==> src/rtl/mem_arbiter_pkg.sv <==
// -----------------------------------------------------------------------------
// mem_arbiter_pkg
// Shared definitions for the two-port data-RAM arbiter:
//   - access size encodings (SZ_BYTE / SZ_HALF / SZ_WORD; 2'b11 behaves as word)
//   - FSM state encoding (S_IDLE, S_RD, S_RMW_RD, S_WR, S_RESP)
//   - size_nbytes(): number of RAM bytes touched by an access of a given size
// -----------------------------------------------------------------------------
package mem_arbiter_pkg;

    typedef logic [1:0] size_t;

    localparam size_t SZ_BYTE = 2'b00;
    localparam size_t SZ_HALF = 2'b01;
    localparam size_t SZ_WORD = 2'b10;

    localparam logic [2:0] S_IDLE   = 3'd0;
    localparam logic [2:0] S_RD     = 3'd1;
    localparam logic [2:0] S_RMW_RD = 3'd2;
    localparam logic [2:0] S_WR     = 3'd3;
    localparam logic [2:0] S_RESP   = 3'd4;

    // Size 2'b11 is not a legal encoding from the requesters; it is folded
    // into word so every input pattern maps to a defined access.
    function automatic logic [2:0] size_nbytes(input size_t size);
        case (size)
            SZ_BYTE: size_nbytes = 3'd1;
            SZ_HALF: size_nbytes = 3'd2;
            default: size_nbytes = 3'd4;
        endcase
    endfunction

endpackage

==> src/rtl/mem_arbiter_if.sv <==
// -----------------------------------------------------------------------------
// mem_arbiter_if
// Bundles the two requester ports and the RAM-side bus of mem_arbiter.
//   Requester port n (n = 0 CPU load/store, n = 1 DMA/loader):
//     rqn_req, rqn_we, rqn_size, rqn_uns, rqn_addr, rqn_wdata  -> arbiter
//     rqn_ack, rqn_err                                          <- arbiter
//   Shared load result: rdata (valid in the ack cycle)           <- arbiter
//   RAM bus: mem_address, mem_data_in, mem_MemRead, mem_MemWrite <- arbiter
//            mem_data_out                                        -> arbiter
// Modports:
//   master : the requesters plus the RAM (the environment around the arbiter)
//   slave  : the arbiter itself
// -----------------------------------------------------------------------------
interface mem_arbiter_if #(
    parameter int ADDR_W = 32
) ();

    logic              rq0_req;
    logic              rq0_we;
    logic [1:0]        rq0_size;
    logic              rq0_uns;
    logic [ADDR_W-1:0] rq0_addr;
    logic [31:0]       rq0_wdata;
    logic              rq0_ack;
    logic              rq0_err;

    logic              rq1_req;
    logic              rq1_we;
    logic [1:0]        rq1_size;
    logic              rq1_uns;
    logic [ADDR_W-1:0] rq1_addr;
    logic [31:0]       rq1_wdata;
    logic              rq1_ack;
    logic              rq1_err;

    logic [31:0]       rdata;

    logic [ADDR_W-1:0] mem_address;
    logic [31:0]       mem_data_in;
    logic              mem_MemRead;
    logic              mem_MemWrite;
    logic [31:0]       mem_data_out;

    modport master (
        output rq0_req, rq0_we, rq0_size, rq0_uns, rq0_addr, rq0_wdata,
        output rq1_req, rq1_we, rq1_size, rq1_uns, rq1_addr, rq1_wdata,
        input  rq0_ack, rq0_err, rq1_ack, rq1_err, rdata,
        input  mem_address, mem_data_in, mem_MemRead, mem_MemWrite,
        output mem_data_out
    );

    modport slave (
        input  rq0_req, rq0_we, rq0_size, rq0_uns, rq0_addr, rq0_wdata,
        input  rq1_req, rq1_we, rq1_size, rq1_uns, rq1_addr, rq1_wdata,
        output rq0_ack, rq0_err, rq1_ack, rq1_err, rdata,
        output mem_address, mem_data_in, mem_MemRead, mem_MemWrite,
        input  mem_data_out
    );

endinterface

==> src/rtl/mem_arbiter_lane.sv <==
// -----------------------------------------------------------------------------
// mem_arbiter_lane
// Purely combinational byte-lane logic for sub-word accesses.
//   size_i     access size (byte / half / word, 2'b11 = word)
//   uns_i      1 = zero-extend loads, 0 = sign-extend
//   old_i      word currently in RAM (read phase of a read-modify-write)
//   wdata_i    store data, low-aligned
//   raw_i      raw word read from RAM for a load
//   merged_o   old_i with the low nbytes replaced by wdata_i
//   loaded_o   raw_i truncated to the access size and extended to 32 bits
// -----------------------------------------------------------------------------
module mem_arbiter_lane
    import mem_arbiter_pkg::*;
(
    input  logic [1:0]  size_i,
    input  logic        uns_i,
    input  logic [31:0] old_i,
    input  logic [31:0] wdata_i,
    input  logic [31:0] raw_i,
    output logic [31:0] merged_o,
    output logic [31:0] loaded_o
);

    logic [2:0] nbytes;
    assign nbytes = size_nbytes(size_i);

    // Byte lane gi carries new data when it lies inside the access,
    // otherwise it keeps the value already in RAM.
    genvar gi;
    generate
        for (gi = 0; gi < 4; gi++) begin : g_merge
            localparam logic [2:0] LANE = 3'(gi);
            assign merged_o[8*gi +: 8] = (LANE < nbytes) ? wdata_i[8*gi +: 8]
                                                         : old_i[8*gi +: 8];
        end
    endgenerate

    logic sign_byte;
    logic sign_half;
    assign sign_byte = ~uns_i & raw_i[7];
    assign sign_half = ~uns_i & raw_i[15];

    always_comb begin
        case (size_i)
            SZ_BYTE: loaded_o = {{24{sign_byte}}, raw_i[7:0]};
            SZ_HALF: loaded_o = {{16{sign_half}}, raw_i[15:0]};
            default: loaded_o = raw_i;
        endcase
    end

endmodule

==> src/rtl/mem_arbiter.sv <==
// -----------------------------------------------------------------------------
// mem_arbiter
// Shares one single-port, byte-addressed, little-endian data RAM between the
// CPU load/store port (port 0) and the DMA/program-loader port (port 1).
// Round-robin arbitration on ties, one transaction at a time, byte/half/word
// accesses; sub-word stores are done as read-modify-write because the RAM
// always writes four bytes.
//
// Ports:
//   Clk    rising-edge clock
//   Reset  asynchronous, active-high reset
//   bus    mem_arbiter_if.slave: both requester ports, rdata and the RAM bus
//
// Parameters:
//   MEM_BYTES  RAM size; an access with addr + nbytes > MEM_BYTES is rejected
//   ADDR_W     address width (must match the interface instance)
//
// Build option:
//   MEM_ARBITER_ALIGN_CHECK_EN  when defined, misaligned half/word accesses
//                               are rejected like out-of-range accesses.
// -----------------------------------------------------------------------------
module mem_arbiter
    import mem_arbiter_pkg::*;
#(
    parameter int MEM_BYTES = 64,
    parameter int ADDR_W    = 32
) (
    input  logic         Clk,
    input  logic         Reset,
    mem_arbiter_if.slave bus
);

    localparam logic [ADDR_W:0] MEM_LIMIT = (ADDR_W + 1)'(MEM_BYTES);

    // ---------------------------------------------------------------- state
    logic [2:0]        state_q,  state_d;
    logic              rr_q,     rr_d;     // port granted at the last tie
    logic              id_q,     id_d;
    logic              we_q,     we_d;
    logic [1:0]        size_q,   size_d;
    logic              uns_q,    uns_d;
    logic [ADDR_W-1:0] addr_q,   addr_d;
    logic [31:0]       wdata_q,  wdata_d;
    logic [31:0]       data_q,   data_d;   // raw load word or merged store word
    logic              err_q,    err_d;

    // ------------------------------------------------------ request select
    logic              both_req;
    logic              any_req;
    logic              pick_id;
    logic              sel_we;
    logic [1:0]        sel_size;
    logic              sel_uns;
    logic [ADDR_W-1:0] sel_addr;
    logic [31:0]       sel_wdata;

    assign both_req = bus.rq0_req & bus.rq1_req;
    assign any_req  = bus.rq0_req | bus.rq1_req;

    // On a tie the port that did not win the previous tie is served.
    always_comb begin
        if (both_req) begin
            pick_id = ~rr_q;
        end else begin
            pick_id = bus.rq1_req;
        end
    end

    assign sel_we    = pick_id ? bus.rq1_we    : bus.rq0_we;
    assign sel_size  = pick_id ? bus.rq1_size  : bus.rq0_size;
    assign sel_uns   = pick_id ? bus.rq1_uns   : bus.rq0_uns;
    assign sel_addr  = pick_id ? bus.rq1_addr  : bus.rq0_addr;
    assign sel_wdata = pick_id ? bus.rq1_wdata : bus.rq0_wdata;

    // ------------------------------------------------------- reject checks
    logic [2:0]      sel_nbytes;
    logic [ADDR_W:0] sel_end;
    logic            out_of_range;
    logic            misalign;
    logic            reject;
    logic            sel_is_word;

    assign sel_nbytes   = size_nbytes(sel_size);
    assign sel_is_word  = sel_size[1];
    // One extra bit keeps addresses near the top of the space from wrapping.
    assign sel_end      = {1'b0, sel_addr} + {{(ADDR_W-2){1'b0}}, sel_nbytes};
    assign out_of_range = sel_end > MEM_LIMIT;

`ifdef MEM_ARBITER_ALIGN_CHECK_EN
    assign misalign = ((sel_size == SZ_HALF) && sel_addr[0]) ||
                      (sel_is_word && (sel_addr[1:0] != 2'b00));
`else
    assign misalign = 1'b0;
`endif

    assign reject = out_of_range | misalign;

    // ------------------------------------------------------------ byte lanes
    logic [31:0] lane_merged;
    logic [31:0] lane_loaded;

    mem_arbiter_lane u_lane (
        .size_i   (size_q),
        .uns_i    (uns_q),
        .old_i    (bus.mem_data_out),
        .wdata_i  (wdata_q),
        .raw_i    (data_q),
        .merged_o (lane_merged),
        .loaded_o (lane_loaded)
    );

    // ------------------------------------------------------------ next state
    always_comb begin
        state_d = state_q;
        rr_d    = rr_q;
        id_d    = id_q;
        we_d    = we_q;
        size_d  = size_q;
        uns_d   = uns_q;
        addr_d  = addr_q;
        wdata_d = wdata_q;
        data_d  = data_q;
        err_d   = err_q;

        case (state_q)
            S_IDLE: begin
                if (any_req) begin
                    id_d    = pick_id;
                    we_d    = sel_we;
                    size_d  = sel_size;
                    uns_d   = sel_uns;
                    addr_d  = sel_addr;
                    wdata_d = sel_wdata;
                    err_d   = reject;
                    if (both_req) begin
                        rr_d = pick_id;
                    end
                    if (reject) begin
                        state_d = S_RESP;
                    end else if (!sel_we) begin
                        state_d = S_RD;
                    end else if (sel_is_word) begin
                        state_d = S_WR;
                    end else begin
                        state_d = S_RMW_RD;
                    end
                end
            end
            S_RD: begin
                data_d  = bus.mem_data_out;
                state_d = S_RESP;
            end
            S_RMW_RD: begin
                data_d  = lane_merged;
                state_d = S_WR;
            end
            S_WR: begin
                state_d = S_RESP;
            end
            S_RESP: begin
                state_d = S_IDLE;
            end
            default: begin
                state_d = S_IDLE;
            end
        endcase
    end

    always_ff @(posedge Clk or posedge Reset) begin
        if (Reset) begin
            state_q <= S_IDLE;
            rr_q    <= 1'b1;
            id_q    <= 1'b0;
            we_q    <= 1'b0;
            size_q  <= SZ_BYTE;
            uns_q   <= 1'b0;
            addr_q  <= '0;
            wdata_q <= '0;
            data_q  <= '0;
            err_q   <= 1'b0;
        end else begin
            state_q <= state_d;
            rr_q    <= rr_d;
            id_q    <= id_d;
            we_q    <= we_d;
            size_q  <= size_d;
            uns_q   <= uns_d;
            addr_q  <= addr_d;
            wdata_q <= wdata_d;
            data_q  <= data_d;
            err_q   <= err_d;
        end
    end

    // --------------------------------------------------------------- outputs
    // Outputs decode straight from state_q so an asynchronous reset drops
    // MemWrite (and everything else) without waiting for a clock edge.
    logic [ADDR_W-1:0] mem_address;
    logic [31:0]       mem_data_in;
    logic              mem_read;
    logic              mem_write;
    logic              ack0;
    logic              ack1;
    logic              err0;
    logic              err1;
    logic [31:0]       rdata;

    always_comb begin
        mem_address = '0;
        mem_data_in = '0;
        mem_read    = 1'b0;
        mem_write   = 1'b0;
        ack0        = 1'b0;
        ack1        = 1'b0;
        err0        = 1'b0;
        err1        = 1'b0;
        rdata       = '0;

        case (state_q)
            S_RD, S_RMW_RD: begin
                mem_read    = 1'b1;
                mem_address = addr_q;
            end
            S_WR: begin
                mem_write   = 1'b1;
                mem_address = addr_q;
                mem_data_in = size_q[1] ? wdata_q : data_q;
            end
            S_RESP: begin
                ack0  = ~id_q;
                ack1  = id_q;
                err0  = ~id_q & err_q;
                err1  = id_q & err_q;
                rdata = (we_q || err_q) ? 32'h0 : lane_loaded;
            end
            default: begin
            end
        endcase
    end

    assign bus.mem_address  = mem_address;
    assign bus.mem_data_in  = mem_data_in;
    assign bus.mem_MemRead  = mem_read;
    assign bus.mem_MemWrite = mem_write;
    assign bus.rq0_ack      = ack0;
    assign bus.rq1_ack      = ack1;
    assign bus.rq0_err      = err0;
    assign bus.rq1_err      = err1;
    assign bus.rdata        = rdata;

endmodule

==> src/flat_wrapper.sv <==
// flat-port wrapper written by rule: the top's interface ports become plain ports
module mem_arbiter_flat import mem_arbiter_pkg::*;
#(
    parameter int MEM_BYTES = 64,
    parameter int ADDR_W    = 32
)
  (Clk, Reset, bus_rq0_req, bus_rq0_we, bus_rq0_size, bus_rq0_uns, bus_rq0_addr, bus_rq0_wdata, bus_rq1_req, bus_rq1_we, bus_rq1_size, bus_rq1_uns, bus_rq1_addr, bus_rq1_wdata, bus_rq0_ack, bus_rq0_err, bus_rq1_ack, bus_rq1_err, bus_rdata, bus_mem_address, bus_mem_data_in, bus_mem_MemRead, bus_mem_MemWrite, bus_mem_data_out);
  mem_arbiter_if #(.ADDR_W(ADDR_W)) bus_i ();
  input  logic Clk;
  input  logic Reset;
  input wire logic [$bits(bus_i.rq0_req)-1:0] bus_rq0_req;
  input wire logic [$bits(bus_i.rq0_we)-1:0] bus_rq0_we;
  input wire logic [$bits(bus_i.rq0_size)-1:0] bus_rq0_size;
  input wire logic [$bits(bus_i.rq0_uns)-1:0] bus_rq0_uns;
  input wire logic [$bits(bus_i.rq0_addr)-1:0] bus_rq0_addr;
  input wire logic [$bits(bus_i.rq0_wdata)-1:0] bus_rq0_wdata;
  input wire logic [$bits(bus_i.rq1_req)-1:0] bus_rq1_req;
  input wire logic [$bits(bus_i.rq1_we)-1:0] bus_rq1_we;
  input wire logic [$bits(bus_i.rq1_size)-1:0] bus_rq1_size;
  input wire logic [$bits(bus_i.rq1_uns)-1:0] bus_rq1_uns;
  input wire logic [$bits(bus_i.rq1_addr)-1:0] bus_rq1_addr;
  input wire logic [$bits(bus_i.rq1_wdata)-1:0] bus_rq1_wdata;
  output wire logic [$bits(bus_i.rq0_ack)-1:0] bus_rq0_ack;
  output wire logic [$bits(bus_i.rq0_err)-1:0] bus_rq0_err;
  output wire logic [$bits(bus_i.rq1_ack)-1:0] bus_rq1_ack;
  output wire logic [$bits(bus_i.rq1_err)-1:0] bus_rq1_err;
  output wire logic [$bits(bus_i.rdata)-1:0] bus_rdata;
  output wire logic [$bits(bus_i.mem_address)-1:0] bus_mem_address;
  output wire logic [$bits(bus_i.mem_data_in)-1:0] bus_mem_data_in;
  output wire logic [$bits(bus_i.mem_MemRead)-1:0] bus_mem_MemRead;
  output wire logic [$bits(bus_i.mem_MemWrite)-1:0] bus_mem_MemWrite;
  input wire logic [$bits(bus_i.mem_data_out)-1:0] bus_mem_data_out;
  assign bus_i.rq0_req = bus_rq0_req;
  assign bus_i.rq0_we = bus_rq0_we;
  assign bus_i.rq0_size = bus_rq0_size;
  assign bus_i.rq0_uns = bus_rq0_uns;
  assign bus_i.rq0_addr = bus_rq0_addr;
  assign bus_i.rq0_wdata = bus_rq0_wdata;
  assign bus_i.rq1_req = bus_rq1_req;
  assign bus_i.rq1_we = bus_rq1_we;
  assign bus_i.rq1_size = bus_rq1_size;
  assign bus_i.rq1_uns = bus_rq1_uns;
  assign bus_i.rq1_addr = bus_rq1_addr;
  assign bus_i.rq1_wdata = bus_rq1_wdata;
  assign bus_rq0_ack = bus_i.rq0_ack;
  assign bus_rq0_err = bus_i.rq0_err;
  assign bus_rq1_ack = bus_i.rq1_ack;
  assign bus_rq1_err = bus_i.rq1_err;
  assign bus_rdata = bus_i.rdata;
  assign bus_mem_address = bus_i.mem_address;
  assign bus_mem_data_in = bus_i.mem_data_in;
  assign bus_mem_MemRead = bus_i.mem_MemRead;
  assign bus_mem_MemWrite = bus_i.mem_MemWrite;
  assign bus_i.mem_data_out = bus_mem_data_out;
  mem_arbiter #(.MEM_BYTES(MEM_BYTES), .ADDR_W(ADDR_W)) u_core (.Clk(Clk), .Reset(Reset), .bus(bus_i));
endmodule
==> config.mk <==
export PLATFORM = sky130hd
export DESIGN_NAME = mem_arbiter_flat
export DESIGN_NICKNAME = d
export VERILOG_FILES = /design/src/rtl/mem_arbiter_pkg.sv /design/src/rtl/mem_arbiter_if.sv /design/src/rtl/mem_arbiter_lane.sv /design/src/rtl/mem_arbiter.sv /design/src/flat_wrapper.sv
export SDC_FILE = /design/constraint.sdc
export NUM_CORES = 1
export LEC_CHECK = 0
export BUFFER_PORTS_ARGS = -buffer_cell sky130_fd_sc_hd__buf_2
export CAP_MARGIN = 10
export CORE_MARGIN = 3
export CORE_UTILIZATION = 50
export DETAILED_ROUTE_END_ITERATION = 16
export PLACE_DENSITY = 0.88
export SLEW_MARGIN = 30
export SYNTH_ARGS = -nofsm -noshare
export SYNTH_HDL_FRONTEND = slang
export SYNTH_HIERARCHICAL = 1
export SYNTH_SLANG_ARGS = --single-unit
==> constraint.sdc <==
create_clock -name Clk -period 8.6 [get_ports Clk]
set_input_delay 0.86 -clock Clk [delete_from_list [all_inputs] [get_ports Clk]]
set_output_delay 0.86 -clock Clk [all_outputs]
set_load 0.05 [all_outputs]
# Word-level counts from Yosys, hierarchy flattened
# Index checks and enable logic that the tools add are counted.
# word_totals
regBits	106
latchBits	0
mem_bits_rw	0
mem_bits_ro	0
in_bits	172
elab_cells	72
mem_count	0
# op_classes
addsub	1
mul	0
div	0
n_lt_le_gt_ge	5
n_eq_ne	7
shifts	0
mux	30
bitwise	9
n_reduce_logical	10
# op_table
cell	count
2-to-1 mux 32 bit	7
one-hot mux 32 bit (2 select lines)	2
adder 32 x 3 -> 33 bit	1
> comparator 33 x 7 -> 1 bit (second input constant)	1
2-to-1 mux 8 bit	4
one-hot mux 3 bit (2 select lines)	2
2-to-1 mux 1 bit	10
2-to-1 mux 3 bit	3
one-hot mux 3 bit (3 select lines)	1
equality test 3 x 2 -> 1 bit (second input constant)	2
< comparator 1 x 3 -> 1 bit (first input constant)	2
< comparator 2 x 3 -> 1 bit (first input constant)	2
bitwise AND 1 bit	5
equality test 2 x 1 -> 1 bit (second input constant)	2
zero test 2 bit	2
OR reduction 2 bit	2
equality test 3 x 1 -> 1 bit (second input constant)	1
equality test 3 bit (second input constant)	1
zero test 3 bit	1
NOT 1 bit	3
AND reduction 3 bit	1
OR reduction 3 bit	1
2-to-1 mux 2 bit	1
inequality test 2 x 1 -> 1 bit (second input constant)	1
other kinds (4)	4

# Logic depth before layout (Yosys ltp)
# logic_depth
ltp_word	10
depth_mapped	17
mapped_depth_nobuf	13

# By module
# Netlist, hierarchy kept.
# modules_own_cells
module	instances	cells_per_inst	area_per_inst_um2	seq_area_each_um2
mem_arbiter	1	872	7035.5	2653.8
mem_arbiter_lane	1	97	651.9	0.0

# Worst setup path before layout
# Ideal clock, no wire load.
# synth_path
path_kind	in2reg
startpoint	input bus_rq1_req
endpoint	register u_core.err_q
arrival_time_ps	4994
required_time_ps	8474
path_slack_ps	3480
stages	16
n_path_buf	4
path_cell_list	a21boi_2 buf_2 buf_4 buf_2 buf_1 mux2i_1 nor2b_1 ha_1 fa_1 a21oi_1 nor2_1 a21oi_1 a2111oi_0 or3b_2 or4b_4 o32a_1
# synth_via
elab_chain_cells	7
# synth_rtl
element	line	text
start, declared	flat_wrapper.sv:17	input wire logic [$bits(bus_i.rq1_req)-1:0] bus_rq1_req;
bitwise AND 1 bit	mem_arbiter.sv:57	assign both_req = bus.rq0_req & bus.rq1_req;
2-to-1 mux 1 bit	mem_arbiter.sv:62	if (both_req) begin
2-to-1 mux 2 bit	mem_arbiter.sv:70	assign sel_size = pick_id ? bus.rq1_size : bus.rq0_size;
equality test 2 x 1 -> 1 bit / zero test 2 bit (equally long branches)	mem_arbiter_pkg.sv:25	case (size)
one-hot mux 3 bit (2 select lines)	mem_arbiter_pkg.sv:25	
adder 32 x 3 -> 33 bit	mem_arbiter.sv:86	assign sel_end = {1'b0, sel_addr} + {{(ADDR_W-2){1'b0}}, sel_nbytes};
> comparator 33 x 7 -> 1 bit	mem_arbiter.sv:87	assign out_of_range = sel_end > MEM_LIMIT;
end signal, assigned	mem_arbiter.sv:191	err_q <= err_d;
end, declared	mem_arbiter.sv:45	logic err_q, err_d;
# Parallel ways exist; a longest one is shown, timed or not.
# A chain may end at the register's enable or synchronous reset.

# Worst setup path in the final report
# Same ends and word-level chain as after synthesis.

==> flow_summary.toml <==
[logic_synthesis]
ys_seq_area_share_pct = 34.5
synth.largest_area_cell = "dfrtp_1"
synth_enable_flop_cells = 0
synth_common_cells = "215 x nand2_1, 105 x dfrtp_1, 93 x nor2_1"
ys_ff_latch = 106
synthesis.nets = 1146
syn_avg_cell_area_um2 = 7.93
ys_async_sr_fraction_pct = 100
netlist_area_um2 = 7690
synth_most_common_cell = "nand2_1"
yosysWarnings = 6
syn_inst = 969
ys_top_cells_by_area = "dfrtp_1 34%, mux2i_1 12%, nand2_1 10%, and2_1 5.7%, nor2_1 4.5%"
yosysTopAreaCellShare_pct = 34.2
synth_cell_types = 63
synthFlopType = "dfrtp_1"

[worst_hold_path]
hold_depth = 2
holdCritPathClass = "reg -> reg"

[sta]
fin_skew_ns = 0.00782
rsz0062_at_grt = "no"
setup_violations = 0
setup_tns_ns = 0
tightest_slew_ns = 0.894
period_share_pct = 58.8
maxSlewViolCount = 0
hold_viol = 0
relSlewSlack_pct = 40.4
fmax_mhz = 198
min_period_ns = 5.05

[routing]
routed_via_density = 5.79
ant_nets = 0
route.detailed.drc = 0
num_vias = 7923
routedWlPerCell_um = 17.4
wirelength_um = 23900
drtPass1Iterations = 6
drt_iter0_drc = 768

[floorplan]
die_w_um = 130
ios = 274
dieArea_um2 = 16900
core_um2 = 14800
die_h_um = 130
start_util_pct = 51.9
rows = 44

[pwr]
pwr-share-clk_pct = 27.6
power_leakage_uw = 0.00467
power_frac_comb_pct = 33.1
peakVddDrop_v = 0.000168
p_int_uw = 1090
power.switching_uw = 591
pwr-share-seq_pct = 39.2
switching_share_pct = 35.1
powerDensity_nw_per_um2 = 180

[clock_tree]
clk_latency_ns = 0.35
ctsRootBufferMaster = "clkbuf_16"
cts_buffer_depth = 2
holdBufCountCts = 0
cts_resized = 0
cts_setup_buffers = 0
cts.htree.levels = 3
clock_sinks = 106
numCtsBuffers = 9
tritoncts = "done"
path_clk_slew_ns = 0.07

[global_routing]
grt_pass1_wl_um = 36700
grt_pass1_vias = 7532
antenna_found_initial = 0
grt_max_degree = 80
grt_util_all_layers_pct = 27.3
grt-ovfl-total = 0

[placement]
dp_hpwl_um = 17600
post-place-cells = 1353
gp_congestion = 0.944
io_buffers = 273

[worst_setup_path]
cp.required_ns = 8.83
slowest_stage = "buf_4"
ff2ff_path_depth = 14
cp_max_fo = 79
crit_path_end_kind = "register"
worst_ep_arrival_time_ns = 5.28
max_stage_delay_ns = 0.69
critical_path_class = "in -> reg"
startpoint_type = "input port"
path_cells = "buf_2 > a21bo_4 > buf_4 > nand2_1 > nand2_1 > nor2b_1 > ha_1 > fa_1 > a21oi_1 > nor2_1 > a21oi_1 > a2111oi_0 > or3b_2 > or4b_4 > o32a_1"

[layout]
area_delta_synth_final_pct = 21.7
antenna_cells = 0
drive_gt1_share_pct = 29.5
fin_cells = 1369
layout.nets = 1357

[status]
status = "complete, no violations"

[run]
cap_violations = 0
-- logic make-up (layout without fill, tap and decap cells) --
family	after synthesis	after routing	synth area share, %
and+or+nand+nor	474	474	28.5
AOI/OAI and AO/OA	160	160	13.3
muxes	118	118	15.8
DFF	106	106	34.5
buffers and inverters	90	306	5.13
xor gates and xnor gates	16	16	1.82
adders and majority gates	5	5	0.911
-- layout make-up --
type / count / area [um2]
tap: 184 / 230
clock inverter: 5 / 85.1
sequential: 106 / 2660
clock buffer: 11 / 253
timing repair buffer: 282 / 1430
fill: 1282 / 5450
inverter: 8 / 32.5
multi-input combinational: 773 / 4670
-- per-layer routing --
metal	share of wire [%]	vias to the layer above	wire (um)	track usage, %
met5	0	-	0	0
li1	-	3759	-	-
met3	9.0	48	2160	4.01
met2	48	433	11500	46.3
met1	40	3683	9610	35.3
met4	2.7	0	645	10.6
-- metrics by stage --
stage	total power, uW	cell area (um2)	worst slack [ns]	utilization, %	hold WS (ns)
global placement	1200	9010	3.35	60.9	0.454
floorplan	1060	7690	3.48	-	0.437
detailed placement	1220	9020	3.28	60.9	0.463
global route	1780	9360	3.40	63.2	0.500
finish	1680	9360	3.55	63.2	0.472
CTS	1680	9360	3.65	63.2	0.479
-- final timing paths --
check                                        from           endpoint  slack [ns]
worst max-delay path                  bus_rq1_req       u_core/err_q        3.55
worst min-delay path            u_core/addr_q[18]  u_core/addr_q[18]        0.47
worst max register to register        u_core/rr_q       u_core/err_q        3.64
worst min register to register  u_core/addr_q[18]  u_core/addr_q[18]        0.47
max in group asynchronous                   Reset   u_core/size_q[1]        6.76
min in group asynchronous                   Reset  u_core/wdata_q[3]        0.59
-- sequential cells by signal, summed over array words and instances (netlist names) --
| register | cells |
|---|---|
| u_core/we_q | 1 |
| u_core/addr_q | 32 |
| u_core/err_q | 1 |
| u_core/state_q | 3 |
| u_core/data_q | 32 |
| u_core/size_q | 2 |
| u_core/uns_q | 1 |
| u_core/rr_q | 1 |
| u_core/id_q | 1 |
| u_core/wdata_q | 32 |
-- worst max-delay path: cells and delay by family --
kind	cells	cell delay, ns
compound gates	5	1.33
simple gates	6	1.53
fa+ha+maj	2	0.71
buf+inv	2	0.81
-- cell usage in the layout (no fill, tap or decap), types with 2 or more instances in the layout --
| cell | instances |
|---|---|
| buf_2 | 273 |
| nand2_1 | 215 |
| bufinv_16 | 2 |
| o211ai_1 | 2 |
| or2_2 | 3 |
| xor2_1 | 6 |
| o21bai_1 | 3 |
| or4_1 | 3 |
| or3_1 | 4 |
| a21o_1 | 11 |
| nor2b_1 | 4 |
| nand4_1 | 10 |
| inv_1 | 7 |
| mux2i_1 | 90 |
| o21ai_0 | 65 |
| a211oi_1 | 4 |
| a311oi_1 | 2 |
| nand2_2 | 2 |
| nor2_1 | 92 |
| a21oi_1 | 9 |
| or4_4 | 2 |
| nor3b_1 | 3 |
| xnor2_1 | 10 |
| buf_4 | 9 |
| nor3_1 | 14 |
| dfrtp_1 | 104 |
| and2_1 | 69 |
| clkbuf_8 | 2 |
| clkbuf_16 | 9 |
| ha_1 | 3 |
| a2111oi_0 | 3 |
| a31oi_1 | 45 |
| nand2b_1 | 3 |
| nor4_1 | 11 |
| mux2_2 | 28 |
| and3_1 | 4 |
| nand3_1 | 23 |
-- power by group through the flow --
| stage | Combinational, uW | Sequential, uW | Clock (uW) |
|---|---|---|---|
| 6_report | 558 | 661 | 465 |
| 5_1_grt | 613 | 672 | 491 |
| 4_1_cts | 551 | 659 | 470 |
| 3_5_place_dp | 549 | 669 | 0 |
| 3_3_place_gp | 534 | 662 | 0 |
| 2_1_floorplan | 434 | 628 | 0 |
No activity file was read; power rests on OpenSTA's default activity.
